==> config.mk <==
export PLATFORM = sky130hd
export DESIGN_NAME = fp_accum_issuer
export DESIGN_NICKNAME = d
export VERILOG_FILES = /design/src/rtl/fp_accum_issuer.sv
export SDC_FILE = /design/constraint.sdc
export NUM_CORES = 1
export LEC_CHECK = 0
export ABC_CLOCK_PERIOD_IN_PS = 7900
export BUFFER_PORTS_ARGS = -buffer_cell sky130_fd_sc_hd__buf_2
export CAP_MARGIN = 30
export CORE_UTILIZATION = 40
export CTS_CLUSTER_DIAMETER = 40
export DETAILED_ROUTE_END_ITERATION = 8
export PLACE_DENSITY_LB_ADDON = 0.3
export SLEW_MARGIN = 40
export SYNTH_ARGS = -nofsm -noshare
export SYNTH_HDL_FRONTEND = slang
export SYNTH_SLANG_ARGS = --single-unit
==> constraint.sdc <==
create_clock -name clk -period 7.9 [get_ports clk]
set_input_delay 0 -clock clk [delete_from_list [all_inputs] [get_ports clk]]
set_output_delay 0 -clock clk [all_outputs]
set_load 0.005 [all_outputs]
==> src/rtl/fp_accum_issuer.sv <==
// Accumulating initiator for a sequential FP32 adder with a start/done handshake.
// Sums each in_last-delimited operand group and returns the total with an operand count.
module fp_accum_issuer #(
  parameter int unsigned CNT_W   = 8,
  parameter int unsigned TIMEOUT = 64
) (
  input  logic             clk,
  input  logic             rst,
  input  logic             in_valid,
  output logic             in_ready,
  input  logic [31:0]      in_data,
  input  logic             in_sub,
  input  logic             in_last,
  output logic             add_start,
  output logic [31:0]      add_a,
  output logic [31:0]      add_b,
  output logic             add_sub,
  input  logic [31:0]      add_sum,
  input  logic             add_done,
  output logic             out_valid,
  input  logic             out_ready,
  output logic [31:0]      out_data,
  output logic [CNT_W-1:0] out_count,
  output logic             out_err
);

  localparam int unsigned WAIT_W = $clog2(TIMEOUT + 1);

  localparam logic [1:0] ACCEPT = 2'd0;
  localparam logic [1:0] ISSUE  = 2'd1;
  localparam logic [1:0] WAIT   = 2'd2;
  localparam logic [1:0] OUT    = 2'd3;

  logic [1:0]        state_q, state_d;
  logic [31:0]       acc_q;
  logic [CNT_W-1:0]  count_q;
  logic              last_q;
  logic [WAIT_W-1:0] wait_cnt_q;
  logic              in_ready_q, out_valid_q, add_start_q, out_err_q;
  logic [31:0]       add_a_q, add_b_q;
  logic              add_sub_q;
  logic              transfer, timeout;

  assign transfer = in_valid & in_ready_q;
  // Abort so that OUT begins exactly TIMEOUT cycles after the start pulse.
  assign timeout  = (wait_cnt_q == WAIT_W'(TIMEOUT - 2));

  always_comb begin
    state_d = state_q;
    case (state_q)
      ACCEPT: begin
        if (transfer) begin
          if (count_q == '0) state_d = in_last ? OUT : ACCEPT;
          else               state_d = ISSUE;
        end
      end
      ISSUE: state_d = WAIT;
      WAIT: begin
        if (add_done)     state_d = last_q ? OUT : ACCEPT;
        else if (timeout) state_d = OUT;
      end
      OUT: begin
        if (out_ready) state_d = ACCEPT;
      end
      default: state_d = ACCEPT;
    endcase
  end

  always_ff @(posedge clk or posedge rst) begin
    if (rst) begin
      state_q     <= ACCEPT;
      acc_q       <= '0;
      count_q     <= '0;
      last_q      <= 1'b0;
      wait_cnt_q  <= '0;
      in_ready_q  <= 1'b0;
      out_valid_q <= 1'b0;
      add_start_q <= 1'b0;
      out_err_q   <= 1'b0;
      add_a_q     <= '0;
      add_b_q     <= '0;
      add_sub_q   <= 1'b0;
    end else begin
      state_q     <= state_d;
      // Handshake outputs are registered copies of the next state.
      in_ready_q  <= (state_d == ACCEPT);
      out_valid_q <= (state_d == OUT);
      add_start_q <= (state_d == ISSUE);
      case (state_q)
        ACCEPT: begin
          if (transfer) begin
            last_q  <= in_last;
            count_q <= (count_q == '1) ? count_q : count_q + CNT_W'(1);
            if (count_q == '0) begin
              acc_q <= {in_data[31] ^ in_sub, in_data[30:0]};
            end else begin
              add_a_q   <= acc_q;
              add_b_q   <= in_data;
              add_sub_q <= in_sub;
            end
          end
        end
        ISSUE: wait_cnt_q <= '0;
        WAIT: begin
          wait_cnt_q <= wait_cnt_q + WAIT_W'(1);
          if (add_done)     acc_q     <= add_sum;
          else if (timeout) out_err_q <= 1'b1;
        end
        OUT: begin
          if (out_ready) begin
            acc_q     <= '0;
            count_q   <= '0;
            out_err_q <= 1'b0;
          end
        end
        default: ;
      endcase
    end
  end

  assign in_ready  = in_ready_q;
  assign add_start = add_start_q;
  assign add_a     = add_a_q;
  assign add_b     = add_b_q;
  assign add_sub   = add_sub_q;
  assign out_valid = out_valid_q;
  assign out_data  = acc_q;
  assign out_count = count_q;
  assign out_err   = out_err_q;

endmodule

==> impl_metrics.tcl <==
set metrics [dict create \
    critical_path_class "reg2reg" \
    met1_length_um 6240 \
    hp-class "in2reg" \
    fin_util 0.571 \
    cts.path.max_buffers 2 \
    core-area_um2 13900 \
    ys_top_cells_by_area "dfrtp_1, mux2_4, mux2i_1, nor3b_1, a21oi_1" \
    antenna_cells 0 \
    grt_start_max_net_pins 71 \
    vias_per_cell 5.03 \
    synth_nets 531 \
    initial_core_util 0.411 \
    ys_ff_latch 119 \
    clk_latency_ns 0.41 \
    grt_pass1_wl_um 22600 \
    ctsResizeCount 0 \
    ys_seq_area_frac 0.521 \
    cts_num_sinks 119 \
    overflow 0 \
    yosysTopAreaCell "dfrtp_1" \
    synth_top_area_frac 0.521 \
    power_uw 3070 \
    tritoncts "yes" \
    cts.hold.buffers_added 68 \
    drc 0 \
    htree_levels 4 \
    synth_cell_type_count 53 \
    maxCapViolations 0 \
    rr_worst_depth 7 \
    crit_chain "inv_1 -> ha_2 -> buf_4 -> inv_1 -> a2111oi_2 -> a21bo_4 -> mux2_4" \
    nets 773 \
    setup_ws_ns 5.00 \
    syn_to_final_growth_pct 38.9 \
    hold_violations 0 \
    syn_avg_cell_area_um2 12.6 \
    synth.most_common_cell "dfrtp_1" \
    cp_max_fo 70 \
    wl_um 14300 \
    cts_made_buffers 17 \
    startpoint_type "register" \
    synth-edff-count 0 \
    finalCritPeriodShare 0.367 \
    yosys-top-cells-count "dfrtp_1, mux2_4, inv_1, a21oi_1, mux2i_1" \
    grt_pass1_vias 4491 \
    cts.reportedPaths.clkPinSlew_ns 0.05 \
    power_density_nw_per_um2 387 \
    min_path_cells 3 \
    post-cts-setup-buffer-count 0 \
    portBuffers 179 \
    clockRootBuffer "clkbuf_16" \
    rows 43 \
    gr-usage-all-layers 0.200 \
    slowest_stage "buf_4" \
    fmax_mhz 345 \
    synth_area_um2 5710 \
    yosys_most_used_dff "dfrtp_1" \
    fp.dieH_um 121 \
    final.setup_skew_ns 0.00720 \
    antenna_found_initial 0 \
    num_vias 4466 \
    vdd_drop_max_v 0.000205 \
    slowest_delay_ns 0.55 \
    power.leakage_uw 0.00399 \
    hpwl_um 9270 \
    endpoint_kind "register" \
    io_pins 180 \
    timing.setup.tns_ns 0 \
    period_needed_ns 2.90 \
    avgRoutedWirePerCell_um 16.1 \
    setup_violations 0 \
    slew_headroom 0.530 \
    yosys_warnings 0 \
    slew_viol_final 0 \
    worst_pin_slew_ns 0.705 \
    wl_met3_um 639 \
    drive_gt1_frac 0.388 \
    required_ns 8.19 \
    outcome "finished clean" \
    drt-pass1-iter-count 4 \
    place_ws_ns 5.06 \
    highest_layer "met4" \
    dr_wl_met2_um 6940 \
    drt-initial-drc-count 185 \
    die_w_um 121 \
    die_area_um2 14800 \
    globalplace.congestion 0.759 \
    rsz0062_at_grt "false" \
    critPathArrivalTime_ns 3.19 \
    ant_nets 0 \
    async_reset_ff_frac 1.00 \
    crit_top_cell "inv_1" \
    synthCells 453 \
]
final timing paths:
check / start / to / slack [ns]
worst max register to register: state_q[0] / out_data[31] / 5.00
max in group asynchronous: rst / add_a[25] / 6.59
worst min-delay path: in_valid / state_q[1] / 0.03
worst max-delay path: state_q[0] / out_data[31] / 5.00
min in group asynchronous: rst / add_b[19] / 0.25
worst min register to register: add_a[31] / add_a[31] / 0.48
stage by stage:
stage | cell area (um2) | hold slack, ns | std cells
2_1_floorplan | 5710 | 0.135 | 453
3_3_place_gp | 6680 | 0.146 | 788
3_5_place_dp | 6680 | 0.160 | 788
4_1_cts | 7920 | 0.0120 | 887
5_1_grt | 7930 | 0.0520 | 887
6_report | 7930 | 0.0286 | 887
per-layer routing:
layer | GRT usage | up-vias
li1 | - | 2075
met1 | 0.251 | 2217
met2 | 0.322 | 139
met3 | 0.0493 | 35
met4 | 0.0941 | 0
met5 | 0 | -
report_power, final:
part,leakage [uW],switching [uW],total [uW],internal (uW)
Combinational,0.00224,596,1270,671
Clock,0.000272,260,726,466
Sequential,0.00148,192,1080,889
Total,0.00399,1050,3070,2030
state kept, by name (all words and copies together) (netlist names):
register,cells
add_b,32
last_q,1
add_sub,1
out_err,1
state_q,2
add_a,32
wait_cnt_q,7
add_start,1
out_data,32
out_valid,1
in_ready,1
out_count,8
logic make-up (layout without fill, tap and decap cells):
logic type | count (synthesis) | in the layout | synth area share
xor gates and xnor gates | 2 | 2 | 0.00307
DFF | 119 | 119 | 0.521
and+or+nand+nor | 84 | 84 | 0.0953
adders and majority gates | 7 | 7 | 0.0153
AOI/OAI and AO/OA | 74 | 74 | 0.0817
muxes | 98 | 98 | 0.220
buffers and inverters | 69 | 323 | 0.0633
worst max-delay path: cells and delay by family (launching register included):
family                   cells  cell delay (ns)
buffers and inverters        3             0.89
adder cells (fa/ha/maj)      1             0.23
flip-flops                   1             0.47
AO/OA/AOI/OAI                2             0.82
multiplexers                 1             0.36
placed cells by master (no fill, tap or decap), types with 2 or more instances in the layout:
cell / n
buf_2: 179
dfrtp_1: 119
dlygate4sd3_1: 68
mux2_4: 51
inv_1: 40
a21oi_1: 34
mux2i_1: 32
nor3b_1: 31
clkbuf_16: 17
mux2_1: 15
nand2_1: 12
o31ai_1: 11
o21ai_0: 8
nor2_1: 7
nand3_1: 7
clkinv_2: 6
ha_1: 5
nand4_1: 4
nor2b_1: 3
or3_1: 3
a31oi_1: 3
clkbuf_1: 3
buf_4: 3
nand2b_1: 2
nor3_1: 2
a21o_1: 2
o21ai_1: 2
o41ai_1: 2
clkinvlp_4: 2
bufinv_16: 2
layout make-up:
cell class | instances | area [um2]
Clock buffer | 21 | 450
Clock inverter | 10 | 105
Fill cell | 1135 | 5950
Inverter | 41 | 156
Multi-Input combinational cell | 265 | 2410
Sequential cell | 119 | 2980
Tap cell | 180 | 225
Timing Repair Buffer | 251 | 1610
(Power assumes the default switching activity.)
